File: config.mk
export PLATFORM = sky130hd
export DESIGN_NAME = misr_bist_ctrl
export DESIGN_NICKNAME = d
export VERILOG_FILES = /design/src/rtl/misr_bist_ctrl.sv
export SDC_FILE = /design/constraint.sdc
export NUM_CORES = 1
export LEC_CHECK = 0
export CORE_MARGIN = 8
export CORE_UTILIZATION = 40
export CTS_CLUSTER_SIZE = 24
export DETAILED_ROUTE_END_ITERATION = 6
export GPL_TIMING_DRIVEN = 0
export PLACE_DENSITY = 0.79
export REMOVE_ABC_BUFFERS = 1
export SYNTH_ARGS = -nofsm -noshare
export SYNTH_HDL_FRONTEND = slang
export SYNTH_SLANG_ARGS = --single-unit
File: constraint.sdc
create_clock -name clk -period 4.69 [get_ports clk]
set_input_delay 0.7035 -clock clk [delete_from_list [all_inputs] [get_ports clk]]
set_output_delay 0.7035 -clock clk [all_outputs]
set_load 0.05 [all_outputs]
File: src/rtl/misr_bist_ctrl.sv
// misr_bist_ctrl: BIST sequencer for a SIG_W-bit MISR and its pattern generator.
// Latches a test config on start, applies num_pat patterns, drains CUT latency, checks signature.
module misr_bist_ctrl #(
  parameter int unsigned SIG_W = 10,
  parameter int unsigned CNT_W = 16,
  parameter int unsigned LAT   = 2
) (
  input  logic             clk,
  input  logic             rst,
  input  logic             start,
  input  logic             abort,
  input  logic [CNT_W-1:0] num_pat,
  input  logic [SIG_W-1:0] cfg_poly,
  input  logic [SIG_W-1:0] cfg_seed,
  input  logic [SIG_W-1:0] golden,
  input  logic [SIG_W-1:0] misr_sig,
  output logic             misr_rst,
  output logic             misr_en,
  output logic [SIG_W-1:0] misr_poly,
  output logic [SIG_W-1:0] misr_seed,
  output logic             pat_en,
  output logic             busy,
  output logic             done,
  output logic             pass,
  output logic [SIG_W-1:0] sig_out
);

  localparam int unsigned      DlyW   = (LAT > 0) ? LAT : 1;
  localparam logic [CNT_W-1:0] LatCnt = CNT_W'(LAT);
  localparam logic [CNT_W-1:0] One    = CNT_W'(1);

  typedef enum logic [2:0] {
    StIdle,
    StInit,
    StRun,
    StFlush,
    StCmp,
    StDone
  } state_e;

  state_e           state_q, state_d;
  logic [CNT_W-1:0] cnt_q, cnt_d;
  logic [CNT_W-1:0] num_pat_q;
  logic [SIG_W-1:0] poly_q, seed_q, golden_q;
  logic [SIG_W-1:0] sig_q, sig_d;
  logic             pat_en_q, pat_en_d;
  logic             misr_rst_q, misr_rst_d;
  logic             pass_q, pass_d;
  logic [DlyW-1:0]  dly_q, dly_d;
  logic             latch;

  always_comb begin
    state_d    = state_q;
    cnt_d      = cnt_q;
    pat_en_d   = 1'b0;
    misr_rst_d = 1'b0;
    pass_d     = pass_q;
    sig_d      = sig_q;
    latch      = 1'b0;

    unique case (state_q)
      StIdle, StDone: begin
        if (start) begin
          latch      = 1'b1;
          misr_rst_d = 1'b1;
          pass_d     = 1'b0;
          state_d    = StInit;
        end
      end
      StInit: begin
        cnt_d = num_pat_q;
        if (num_pat_q != '0) begin
          state_d  = StRun;
          pat_en_d = 1'b1;
        end else if (LAT != 0) begin
          // Zero patterns still wait out the pipeline so latency stays num_pat+LAT+3.
          state_d = StFlush;
          cnt_d   = LatCnt;
        end else begin
          state_d = StCmp;
        end
      end
      StRun: begin
        cnt_d = cnt_q - One;
        if (cnt_q == One) begin
          if (LAT != 0) begin
            state_d = StFlush;
            cnt_d   = LatCnt;
          end else begin
            state_d = StCmp;
          end
        end else begin
          pat_en_d = 1'b1;
        end
      end
      StFlush: begin
        cnt_d = cnt_q - One;
        if (cnt_q == One) begin
          state_d = StCmp;
        end
      end
      StCmp: begin
        sig_d   = misr_sig;
        pass_d  = (misr_sig == golden_q);
        state_d = StDone;
      end
      default: state_d = StIdle;
    endcase

    if (abort) begin
      state_d    = StIdle;
      pat_en_d   = 1'b0;
      misr_rst_d = 1'b0;
      pass_d     = 1'b0;
      latch      = 1'b0;
    end
  end

  // Delay line models the CUT pipeline: misr_en follows pat_en by LAT cycles.
  always_comb begin
    dly_d = '0;
    if (!abort) begin
      dly_d = (dly_q << 1) | DlyW'(pat_en_q);
    end
  end

  always_ff @(posedge clk or negedge rst) begin
    if (!rst) begin
      state_q    <= StIdle;
      cnt_q      <= '0;
      num_pat_q  <= '0;
      poly_q     <= '0;
      seed_q     <= '0;
      golden_q   <= '0;
      sig_q      <= '0;
      pat_en_q   <= 1'b0;
      misr_rst_q <= 1'b0;
      pass_q     <= 1'b0;
      dly_q      <= '0;
    end else begin
      state_q    <= state_d;
      cnt_q      <= cnt_d;
      sig_q      <= sig_d;
      pat_en_q   <= pat_en_d;
      misr_rst_q <= misr_rst_d;
      pass_q     <= pass_d;
      dly_q      <= dly_d;
      if (latch) begin
        num_pat_q <= num_pat;
        poly_q    <= cfg_poly;
        seed_q    <= cfg_seed;
        golden_q  <= golden;
      end
    end
  end

  if (LAT == 0) begin : g_no_lat
    assign misr_en = pat_en_q;
  end else begin : g_lat
    assign misr_en = dly_q[DlyW-1];
  end

  assign misr_rst  = misr_rst_q;
  assign misr_poly = poly_q;
  assign misr_seed = seed_q;
  assign pat_en    = pat_en_q;
  assign busy      = (state_q == StInit) || (state_q == StRun) ||
                     (state_q == StFlush) || (state_q == StCmp);
  assign done      = (state_q == StDone);
  assign pass      = pass_q;
  assign sig_out   = sig_q;

endmodule

Yosys cells after proc, flatten, opt, wreduce, memory -nomap -nowiden. Index checks and enable logic that the tools add are counted.

Bits in registers: 80. Bits in latches: 0. RAM bits: 0. ROM bits: 0. Bits of input ports: 60. Word-level logic and storage cells: 53. Memories kept: 0.

Add/subtract/negate cells: 1. $mul: 0. Divide/modulo/power cells: 0. Order comparisons: 0. Equality and inequality tests: 10. Shift-type cells: 0. Mux-type cells: 20. Bitwise gates (word level): 1. Reduce and logical (&&, ||, !) cells: 10.

Operators with widths (number): $pmux 16 s3 (1); $mux 16 (2); $eq 16x1->1 const B (1); $reduce_bool 16->1 (1); $sub 16x1->16 const B (1); $pmux 3 s5 (1); $mux 3 (4); $eq 10x10->1 (1); $mux 1 (9); $ne 3x3->1 const B (3); $eq 3x2->1 const B (2); $eq 3x3->1 const B (2); $reduce_bool 3->1 (2); $pmux 1 s2 (2); $eq 3x1->1 const B (1); $logic_not 3->1 (1); $logic_or 1x1->1 (3); $reduce_and 3->1 (1); $mux 2 (1); $or 2x1->2 (1); $reduce_and 2->1 (1); $reduce_or 2->1 (1).

Logic depth before layout (Yosys ltp).
Word-level depth: 4. Mapped depth: 8. Depth with buffers taken out: 7.

Worst setup path after synthesis. Ideal clock, no wire load.

Path type: reg2out. Start point: reg state_q[0]. End point: out busy. Data arrival time: 1.615 ns. Data required time: 3.987 ns. Setup slack: 2.372 ns. Cell stages (with the launch flop): 4. Buffers on the path: 1. Path through: dfrtp_1 -> buf_1 -> nor2_1 -> xnor2_1.

Word-level cells in the longest chain between the ends: 4. Elaborated cells between the ends (all ways): 7.

RTL lines: start, declared (RTL line 41) `state_e state_q, state_d;`; start signal, assigned (RTL line 129) `state_q <= StIdle;`; start signal, assigned (RTL line 141) `state_q <= state_d;`; $eq 3x1->1 or $eq 3x2->1 (tied branches) (RTL line 167) `assign busy = (state_q == StInit) || (state_q == StRun) ||`; $logic_or 1x1->1 (2 in a row) (RTL line 167); $logic_or 1x1->1 (*) (RTL line 168) `(state_q == StFlush) || (state_q == StCmp);`; end, declared (RTL line 22) `output logic busy,`.

Every way passes the cells marked *; elsewhere a longest branch is shown, timed or not.

Final worst setup path.
Start point: in abort. End point: reg num_pat_q[0].

Word-level cells in the longest chain between the ends: 1.

RTL lines: start, declared (RTL line 11) `input logic abort,`; $mux 1 (RTL line 110) `if (abort) begin`; end signal, assigned (RTL line 149) `num_pat_q <= num_pat;`; end, declared (RTL line 43) `logic [CNT_W-1:0] num_pat_q;`.

No other way between the ends. A chain may end at the register's enable or synchronous reset.

==> results.ini <==
[layout]
final_nets=542
antennaDiodeCount=0
drive_gt1_frac=0.0701
syn2layout_area_growth_pct=34.3
fill_cells=761
fin_util=0.556

[status]
outcome=complete, no violations

[synth]
yosysUniqueCellTypes=45
synth-seq-cells=80
synth_area_per_cell_um2=9.23
syn_area_mm2=0.00363
synth-edff-count=0
ys_seq_area_frac=0.552
synthFlopType=dfrtp_1
synth.top_cells.by_count=nand2_1 (145), dfrtp_1 (80), nor2_1 (16)
async_flop_share=1.00
postSynthCellCount=393
yosysWarningCount=0
synthMostInstantiatedCell=nand2_1
yosys.area.top_type=dfrtp_1
ys_top_cells_by_area=dfrtp_1 (55%), nand2_1 (15%), mux2_2 (3.1%), xnor2_1 (2.7%), o21ai_0 (1.9%)
synth_top_area_share=0.552

[cts]
clockRootBuffer=clkbuf_8
cts_resized=0
htreeDepth=3
clockBufferDepth=2
path_clk_slew_ns=0.08
insertion_delay_ns=0.35
cts.sinks=80
cts_hold_buf=0
cts_setup_buffers=0
cts_tree=done
cts_buffers=9

[routing]
vias_per_cell=5.18
route.detailed.drc=0
wl_per_cell_um=15.6
num_vias=3072
firstDrtPassIters=4
routed_wl_um=9260
ant_nets=0
drt_iter0_markers=179

[worst_setup_path]
cp_slowest_stage_delay_ns=0.98
required_ns=4.88
rrSetupSlack_ns=1.85
path_delay_family=buffers and inverters
cp-end-kind=flip-flop
cp_cell_sequence=clkdlybuf4s50_1 -> nor2_1 -> nand3_2 -> inv_2 -> o21ai_0
start_kind=primary input
critPathKind=primary input to flip-flop
cp_slowest_cell=inv_2
cp.arrival_ns=3.32
r2r_end=num_pat_q[0]
r2r-start=state_q[0]
crit_buf_inv=2
crit_fanout=49
reg2reg_depth=4

[flow_run]
cap_violations=0

[grt]
grt.overflow.total=0
busiest_layer=met2
met2_usage=0.232
grt_pass1_vias=3146
grt_use_total=0.150
grt_pass1_wl_um=15500
antenna_found_initial=0
grt_max_degree=50
use_met1=0.184
met3_usage=0.0514

[die]
core_area_mm2=0.00876
die_h_um=111
die_x_um=111
initial_utilization=0.414
die-area_mm2=0.0124
num_rows=34
num_io_pins=96

[timing]
tightest_slew_ns=0.977
report.final.slew_viol_count=0
fmax_mhz=320
rsz0062_at_grt=no
clock_skew_ns=0.00512
fin_crit_sh=0.667
setup_slack_ns=1.56
setup_viol=0
tns_ns=0
max_slew_margin=0.346
hold_violations=0
period_minus_slack_ns=3.13

[place]
io_buffers=95
hpwlAfterDp_um=6510
pre_cts_ws_ns=0.617
place_congestion=0.829

[min_path]
hold_path.class=primary input to asynchronous set/reset pin

[power]
power_density_mw_per_mm2=466
power.leakage_nw=2.27
vdd_drop_max_mv=0.239

[registers in the layout, indices dropped and copies added, names as in the netlist]
name	cells
num_pat_q	16
sig_out	10
dly_q	2
pat_en	1
golden_q	10
misr_rst	1
misr_poly	10
misr_seed	10
pass	1
state_q	3
cnt_q	16
[final cells by class]
class | count | area, um2 | area share
clock buffers | 11 | 141 | 0.0290
well taps | 108 | 135 | 0.0277
inverters | 8 | 30.0 | 0.00617
clock inverters | 5 | 63.8 | 0.0131
flip-flops and latches | 80 | 2000 | 0.411
multi-input cells | 285 | 1520 | 0.312
repair buffers | 96 | 976 | 0.200
[logic make-up after synthesis]
logic type,count (synthesis),synth area share
compound gates,52,0.0959
xor+xnor,16,0.0386
fa+ha+maj,2,0.00690
buf+inv,28,0.0297
flops,80,0.552
mux,11,0.0338
simple gates,204,0.243
[placed cells by master, fill, tap and decap left out, drive strengths merged, types with 2 or more instances in the layout]
cell	count
or2	2
xor2	5
clkbuf	11
dfrtp	80
o22ai	2
o21ai	14
a21oi	11
nor3	4
o31ai	2
a22o	2
nor2b	5
nand2	145
o221ai	3
or3	4
a211o	2
or4	4
nand3b	2
and3	5
nor2	16
xnor2	11
a31oi	2
ha	2
nor4	6
a22oi	2
nand2b	5
o41ai	2
mux2	10
nand4	3
clkdlybuf4s50	94
nand3	2
a21o	3
inv	10
buf	2
[worst max-delay path by stage]
stage / startpoint / end / slack (ns) / cells past startpoint
floorplan: abort / num_pat_q[0] / 1.77 / 4
global placement: abort / num_pat_q[15] / 0.01 / 5
detailed placement: abort / num_pat_q[0] / 0.62 / 5
CTS: abort / num_pat_q[0] / 0.98 / 5
global route: abort / num_pat_q[0] / 1.26 / 6
finish: abort / num_pat_q[0] / 1.56 / 5
[stage by stage]
stage / instance area (um2) / power [W] / hold WS [ns] / cells
CTS: 4870 / 0.00228 / 0.305 / 593
global route: 4870 / 0.00241 / 0.326 / 593
floorplan: 3550 / 0.00147 / 0.408 / 373
detailed placement: 4660 / 0.00175 / 0.464 / 577
finish: 4870 / 0.00227 / 0.301 / 593
global placement: 4630 / 0.00172 / 0.451 / 576
[per-layer routing]
layer,wire [um],share of wire,vias up
met5,0,0,-
met2,4460,0.48,83
li1,-,-,1484
met4,157,0.017,0
met3,676,0.073,12
met1,3960,0.43,1493
[worst reg2reg max path, stage by stage, from the launching register on]
cell and delay (ns):
dfrtp_1 0.60, xnor2_1 0.19, nand3_2 0.72, inv_2 0.99, o21ai_0 0.19
[report_power, final]
| part | switching (W) | internal (W) | leakage [nW] |
|---|---|---|---|
| combinational | 0.000443 | 0.000295 | 1.16 |
| sequential | 0.000147 | 0.000856 | 1.01 |
| clock | 0.000264 | 0.000266 | 0.101 |
| total | 0.000853 | 0.00142 | 2.27 |
No activity file was read; power rests on OpenSTA's default activity.
